## config.mk

```make
export PLATFORM = sky130hd
export DESIGN_NAME = fwd_hazard_ctrl
export DESIGN_NICKNAME = d
export VERILOG_FILES = /design/src/rtl/fwd_hazard_ctrl.sv
export SDC_FILE = /design/constraint.sdc
export NUM_CORES = 1
export LEC_CHECK = 0
export CAP_MARGIN = 20
export CORE_MARGIN = 2
export CORE_UTILIZATION = 52
export DETAILED_ROUTE_END_ITERATION = 16
export PLACE_DENSITY = 0.84
export REMOVE_ABC_BUFFERS = 1
export SLEW_MARGIN = 20
export SYNTH_ARGS = -nofsm -noshare
export SYNTH_HDL_FRONTEND = slang
export SYNTH_SLANG_ARGS = --single-unit
export TNS_END_PERCENT = 1
```

## constraint.sdc

```tcl
create_clock -name i_clk -period 5.6 [get_ports i_clk]
set_input_delay 0.56 -clock i_clk [delete_from_list [all_inputs] [get_ports i_clk]]
set_output_delay 0.56 -clock i_clk [all_outputs]
set_load 0.1 [all_outputs]
```

## src/rtl/fwd_hazard_ctrl.sv

```systemverilog
// -----------------------------------------------------------------------------
// fwd_hazard_ctrl
//
// Forwarding and hazard controller for the execute stage of a short in-order
// pipeline. It tracks which instruction occupies EXE and MEM and whether each
// one will write a register. From that it produces two things:
//   - a same-cycle stall that holds PC and IF/ID and inserts a bubble into EXE
//   - registered operand-mux selects, valid while the instruction sits in EXE
//     (0 = register file value, 1 = alu_res from MEM, 2 = wb_value from WB)
//
// Ports
//   i_clk            rising-edge clock
//   i_rst_n          asynchronous active-low reset
//   i_id_valid       ID holds a real instruction
//   i_id_src1/2      source register addresses
//   i_id_use_src1/2  instruction actually reads the source
//   i_id_wb_en       instruction writes a register
//   i_id_dest        destination register address
//   i_id_mem_r_en    instruction is a load
//   i_fwd_en         forwarding enabled (0 = resolve every hazard by stalling)
//   i_flush          branch taken, the instruction in ID is killed
//   i_freeze         global pipeline hold (memory wait)
//   o_stall          combinational stall request to IF/ID
//   o_sel_src1/2     registered EXE operand-mux selects
//   o_stall_cycles   saturating count of stall cycles
// -----------------------------------------------------------------------------
module fwd_hazard_ctrl #(
    parameter int RA_W  = 4,
    parameter int CNT_W = 16
) (
    input  logic             i_clk,
    input  logic             i_rst_n,
    input  logic             i_id_valid,
    input  logic [RA_W-1:0]  i_id_src1,
    input  logic [RA_W-1:0]  i_id_src2,
    input  logic             i_id_use_src1,
    input  logic             i_id_use_src2,
    input  logic             i_id_wb_en,
    input  logic [RA_W-1:0]  i_id_dest,
    input  logic             i_id_mem_r_en,
    input  logic             i_fwd_en,
    input  logic             i_flush,
    input  logic             i_freeze,
    output logic             o_stall,
    output logic [1:0]       o_sel_src1,
    output logic [1:0]       o_sel_src2,
    output logic [CNT_W-1:0] o_stall_cycles
);

    localparam logic [1:0] SEL_REG = 2'd0;
    localparam logic [1:0] SEL_MEM = 2'd1;
    localparam logic [1:0] SEL_WB  = 2'd2;

    // In-flight scoreboard: the instruction in EXE and the one in MEM.
    logic            r_ex_v;
    logic            r_ex_wb;
    logic [RA_W-1:0] r_ex_dest;
    logic            r_ex_ld;
    logic            r_mem_v;
    logic            r_mem_wb;
    logic [RA_W-1:0] r_mem_dest;

    logic [1:0]       r_sel_src1;
    logic [1:0]       r_sel_src2;
    logic [CNT_W-1:0] r_stall_cnt;

    // Both source operands handled identically, indexed 0 = src1, 1 = src2.
    logic [RA_W-1:0] w_src [2];
    logic [1:0]      w_use;
    logic [1:0]      w_m_ex;
    logic [1:0]      w_m_mem;
    logic [1:0]      w_sel [2];

    logic w_stall_fwd;
    logic w_stall_nofwd;
    logic w_stall;
    logic w_ex_v_next;
    logic w_cnt_sat;

    assign w_src[0] = i_id_src1;
    assign w_src[1] = i_id_src2;
    assign w_use[0] = i_id_use_src1;
    assign w_use[1] = i_id_use_src2;

    genvar gi;
    generate
        for (gi = 0; gi < 2; gi++) begin : g_src
            assign w_m_ex[gi]  = i_id_valid & w_use[gi] & r_ex_v & r_ex_wb
                               & (r_ex_dest == w_src[gi]);
            assign w_m_mem[gi] = i_id_valid & w_use[gi] & r_mem_v & r_mem_wb
                               & (r_mem_dest == w_src[gi]);

            // The EX producer will be in MEM next cycle and is the newer
            // value, so it takes priority over the MEM producer (then in WB).
            assign w_sel[gi] = !i_fwd_en   ? SEL_REG :
                               w_m_ex[gi]  ? SEL_MEM :
                               w_m_mem[gi] ? SEL_WB  : SEL_REG;
        end
    endgenerate

    // With forwarding only a load in EX cannot be bypassed: its data appears
    // a cycle later, so one bubble lets it reach MEM and be taken from WB.
    assign w_stall_fwd   = (|w_m_ex) & r_ex_ld;
    assign w_stall_nofwd = (|w_m_ex) | (|w_m_mem);

    // A killed instruction never creates a hazard; id_valid is already part
    // of every match term.
    assign w_stall = ~i_flush & (i_fwd_en ? w_stall_fwd : w_stall_nofwd);
    assign o_stall = w_stall;

    assign w_ex_v_next = i_id_valid & ~w_stall & ~i_flush;
    assign w_cnt_sat   = &r_stall_cnt;

    always_ff @(posedge i_clk or negedge i_rst_n) begin
        if (!i_rst_n) begin
            r_ex_v      <= 1'b0;
            r_ex_wb     <= 1'b0;
            r_ex_dest   <= '0;
            r_ex_ld     <= 1'b0;
            r_mem_v     <= 1'b0;
            r_mem_wb    <= 1'b0;
            r_mem_dest  <= '0;
            r_sel_src1  <= SEL_REG;
            r_sel_src2  <= SEL_REG;
            r_stall_cnt <= '0;
        end else if (!i_freeze) begin
            r_mem_v    <= r_ex_v;
            r_mem_wb   <= r_ex_wb;
            r_mem_dest <= r_ex_dest;

            r_ex_v    <= w_ex_v_next;
            r_ex_wb   <= i_id_wb_en;
            r_ex_dest <= i_id_dest;
            r_ex_ld   <= i_id_mem_r_en;

            // A bubble in EXE always reads plain register values.
            r_sel_src1 <= w_ex_v_next ? w_sel[0] : SEL_REG;
            r_sel_src2 <= w_ex_v_next ? w_sel[1] : SEL_REG;

            if (w_stall && !w_cnt_sat) begin
                r_stall_cnt <= r_stall_cnt + 1'b1;
            end
        end
    end

    assign o_sel_src1     = r_sel_src1;
    assign o_sel_src2     = r_sel_src2;
    assign o_stall_cycles = r_stall_cnt;

endmodule

```

======== After elaboration in Yosys (flattened, before gate mapping) ========
Index checks and enable logic that the tools add are counted.
storage, ports and cells
  word-level logic and storage cells ...... 52
  bits in registers ....................... 33
  input bits .............................. 22
  output and inout bits ................... 21
cells by class
  add/sub/neg operators ................... 1
  bitwise gates (word level) .............. 22
  muxes and demuxes ....................... 9
  reductions and logical operators ........ 6
  equal/unequal tests ..................... 4
operator list
  cell                                            count
  bitwise AND 1 bit                               18
  adder 16 x 1 -> 16 bit (second input constant)  1
  equality test 4 bit                             4
  two-way mux 2 bit                               8
  AND reduction 16 bit                            1
  OR reduction 2 bit                              2
  inverter 1 bit                                  3
  AND reduction 2 bit                             1
  logical AND 1 bit                               1
  logical NOT 1 bit                               1
  two-way mux 1 bit                               1
  OR 1 bit                                        1

======== Longest topological paths before layout ========
  word-level depth ........................ 12
  gate-level depth with buffers ........... 9
  depth with buffers taken out ............ 8

======== Worst setup path before layout ========
Ideal clock, no wire load.
  kind .................................... input port to output port
  start ................................... input port i_id_src1[1]
  end ..................................... output port o_stall
  cell stages on the path ................. 6
  data arrival time ....................... 2.704 ns
  required time ........................... 5.040 ns
  setup slack ............................. 2.336 ns
  cells stage by stage .................... xnor2_1 > nand3_1 > nor4_4 > o41ai_2 > and2_4 > nor2_1
on the way
  word-level cells in the longest chain between the ends .. 6
  elaborated cells between the ends (all ways) .. 10
RTL lines
  item                                                  RTL line  RTL
  from (decl)                                           34        input logic [RA_W-1:0] i_id_src1,
  equality test 4 bit (on tied branches)                89, 91
  bitwise AND 1 bit (on tied branches)                  89, 91
  OR reduction 2 bit (on tied branches)                 103, 104
  OR 1 bit / bitwise AND 1 bit (equally long branches)  104, 103
  two-way mux 1 bit (*)                                 108       assign w_stall = ~i_flush & (i_fwd_en ? w_stall_fwd : w_stall_nofwd);
  bitwise AND 1 bit (*)                                 108
  to (decl)                                             44        output logic o_stall,
Mark *: on every way between the ends. The rest lies on a longest branch, timed or not.

======== Worst setup path after layout ========
  start ................................... input port i_id_src1[3]
  end ..................................... output port o_stall
The elaborated chain is that of the path after synthesis.

==> results.json <==
{
  "status": "finished clean",
  "min_period_ps": 3890,
  "grt_first_pass_wirelength_um": 5890,
  "hold_viol_final": 0,
  "via_per_inst": 5.36,
  "grt_max_degree": 34,
  "gp_congestion": 0.909,
  "fin_util": 0.717,
  "yosys_register_bits": 33,
  "slew_headroom": 0.340,
  "synth_area_leaders": "dfrtp_1, xnor2_1, mux2_2",
  "placementRows": 20,
  "synth_ff_type": "dfrtp_1",
  "cp.required_ps": 5040,
  "synth_edf_count": 0,
  "critPathMaxFanout": 4,
  "clock.fmax_mhz": 257,
  "start_util": 0.547,
  "finalCritPeriodShare": 0.694,
  "clkTransAtPathRegs_ps": 90,
  "p_seq_frac": 0.552,
  "path_class": "primary input to primary output",
  "maxCapViolations": 0,
  "crit_slowest_cell": "clkdlybuf4s50_1",
  "postCtsSetupRepairBufs": 0,
  "drc_errors": 0,
  "clockBufferDepth": 2,
  "cts_tree": "built",
  "p_leak_nw": 0.893,
  "synth_top_area_cell": "dfrtp_1",
  "synthCells": 144,
  "cts_root_buf": "clkbuf_4",
  "whs_ps": 494,
  "ctsHoldBuffers": 0,
  "core_area_mm2": 0.00305,
  "avgSynthCellArea_um2": 11.6,
  "wl_per_cell_um": 15.4,
  "ir_worst_vdd_v": 0.000219,
  "yosysTopAreaCellShare": 0.494,
  "max_stage_delay_ps": 1130,
  "finalClockSkew_ps": 11.7,
  "synth_cell_types": 30,
  "power_w": 0.000478,
  "antenna_cells": 0,
  "async_flop_share": 1.00,
  "ys_warn_count": 0,
  "ys_seq_area_frac": 0.494,
  "cts_buffers": 5,
  "arrival_ps": 3330,
  "p_sw_frac": 0.269,
  "end_kind": "primary output",
  "powerDensity_mw_per_mm2": 218,
  "fin_nets": 214,
  "p_comb_frac": 0.161,
  "p_int_w": 0.000349,
  "ctsResizeCount": 0,
  "rsz0062_at_grt": "no",
  "cpMostUsedCell": "clkdlybuf4s50_1",
  "grt_pass1_vias": 1309,
  "io_pins": 43,
  "totalWireLength_um": 3610,
  "htree_levels": 2,
  "power.clock.fraction": 0.287,
  "report.final.slew_viol_count": 0,
  "fin_tns_setup_ps": 0,
  "cts_sinks": 33,
  "fp.dieW_um": 60.7,
  "dieArea_mm2": 0.00368,
  "area_growth_pct": 31.1,
  "overflow": 0,
  "firstDrtPassIters": 4,
  "vias": 1259,
  "hpwl_um": 2600,
  "antenna_found_initial": 0,
  "insertion_delay_ps": 330,
  "crit_chain": "clkdlybuf4s50_1, xnor2_1, nand3_1, nor4_4, o21ai_1, and2_4, nor2_1, clkdlybuf4s50_1",
  "yosysMostFrequentCell": "dfrtp_1",
  "grtUsageTotal": 0.221,
  "p_switching_w": 0.000129,
  "cp-start-kind": "primary input",
  "drt_first_iter_violations": 35,
  "syn_area_mm2": 0.00167,
  "numPortBuffers": 42,
  "drive_gt1_frac": 0.152,
  "synth_commonest_cells": "dfrtp_1, xnor2_1, nand2_1",
  "fp.dieH_um": 60.7,
  "setup_viol": 0,
  "ant_nets": 0,
  "tightest_slew_ps": 987,
  "hold_path_class": "flip-flop to flip-flop"
}
==> cell type report <==
type | count | area [µm²]
Fill cell | 238 | 863
Tap cell | 44 | 55.1
Multi-Input combinational cell | 105 | 815
Timing Repair Buffer | 43 | 428
Sequential cell | 33 | 826
Clock buffer | 7 | 55.1
Inverter | 3 | 11.3
==> cell usage in the layout, fill, tap and decap left out, types with 2 or more instances in the layout <==
cell | Yosys | routed
clkdlybuf4s50_1 | 0 | 42
and3_1 | 3 | 3
o21ai_1 | 2 | 2
nor3_1 | 2 | 2
inv_1 | 3 | 3
nand3_1 | 10 | 10
nand2_1 | 15 | 15
dfrtp_1 | 33 | 33
clkbuf_4 | 0 | 5
nor2_1 | 4 | 4
xnor2_2 | 2 | 2
and4_1 | 2 | 2
xnor2_1 | 23 | 23
xor2_1 | 6 | 6
o21ai_0 | 3 | 3
mux2_2 | 13 | 13
nand4_1 | 7 | 7
==> flip-flops by register name, indices dropped and copies added, names as in the netlist, 2 cells and up <==
| signal | count |
|---|---|
| o_sel_src1 | 2 |
| r_ex_dest | 4 |
| o_sel_src2 | 2 |
| o_stall_cycles | 16 |
| r_mem_dest | 4 |
==> final timing paths <==
| check | startpoint | endpoint | slack, ps | cells after the start |
|---|---|---|---|---|
| setup / recovery | i_id_src1[3] | o_stall | 1710 | 8 |
| hold / removal | o_sel_src2[1] | o_sel_src2[1] | 490 | 2 |
| setup reg to reg | r_ex_dest[3] | o_stall_cycles[1] | 3140 | 6 |
| hold reg to reg | o_sel_src2[1] | o_sel_src2[1] | 490 | 2 |
| max in group asynchronous | i_rst_n | o_stall_cycles[0] | 4680 | 2 |
| min in group asynchronous | i_rst_n | r_ex_dest[0] | 610 | 2 |
==> logic make-up after synthesis <==
logic type,count (synthesis),share of synthesized area
buf+inv,6,0.0180
mux,13,0.0876
flops,33,0.494
xor+xnor,31,0.172
compound gates,9,0.0405
fa+ha+maj,1,0.00749
simple gates,51,0.181
==> power groups by stage <==
stage / clock network, W / logic, W / registers (W)
final: 0.000137 / 0.0000771 / 0.000264
after global placement: 0 / 0.0000750 / 0.000267
after CTS: 0.000140 / 0.0000777 / 0.000263
after global routing: 0.000152 / 0.0000836 / 0.000266
after floorplan: 0 / 0.0000361 / 0.000273
after detailed placement: 0 / 0.0000768 / 0.000268
==> worst max-delay path: cells and delay by family <==
family	cells	cell delay [ps]
buf+inv	2	1590
simple gates	4	790
xor+xnor	1	230
compound gates	1	160
==> per-stage QoR <==
stage	instance area [µm²]	instances	setup WS [ps]
2_1_floorplan	1650	141	2340
3_3_place_gp	2130	228	1800
3_5_place_dp	2130	228	1730
4_1_cts	2190	235	1720
5_1_grt	2190	235	1590
6_report	2190	235	1710
==> metal layers <==
layer / share of wire / track usage / wire length [µm]
met3: 0.077 / 0.0810 / 278
met2: 0.49 / 0.378 / 1780
met1: 0.42 / 0.259 / 1500
met5: 0 / 0 / 0
met4: 0.014 / 0.0714 / 50
Note: power is estimated with default switching activity, not from simulation.
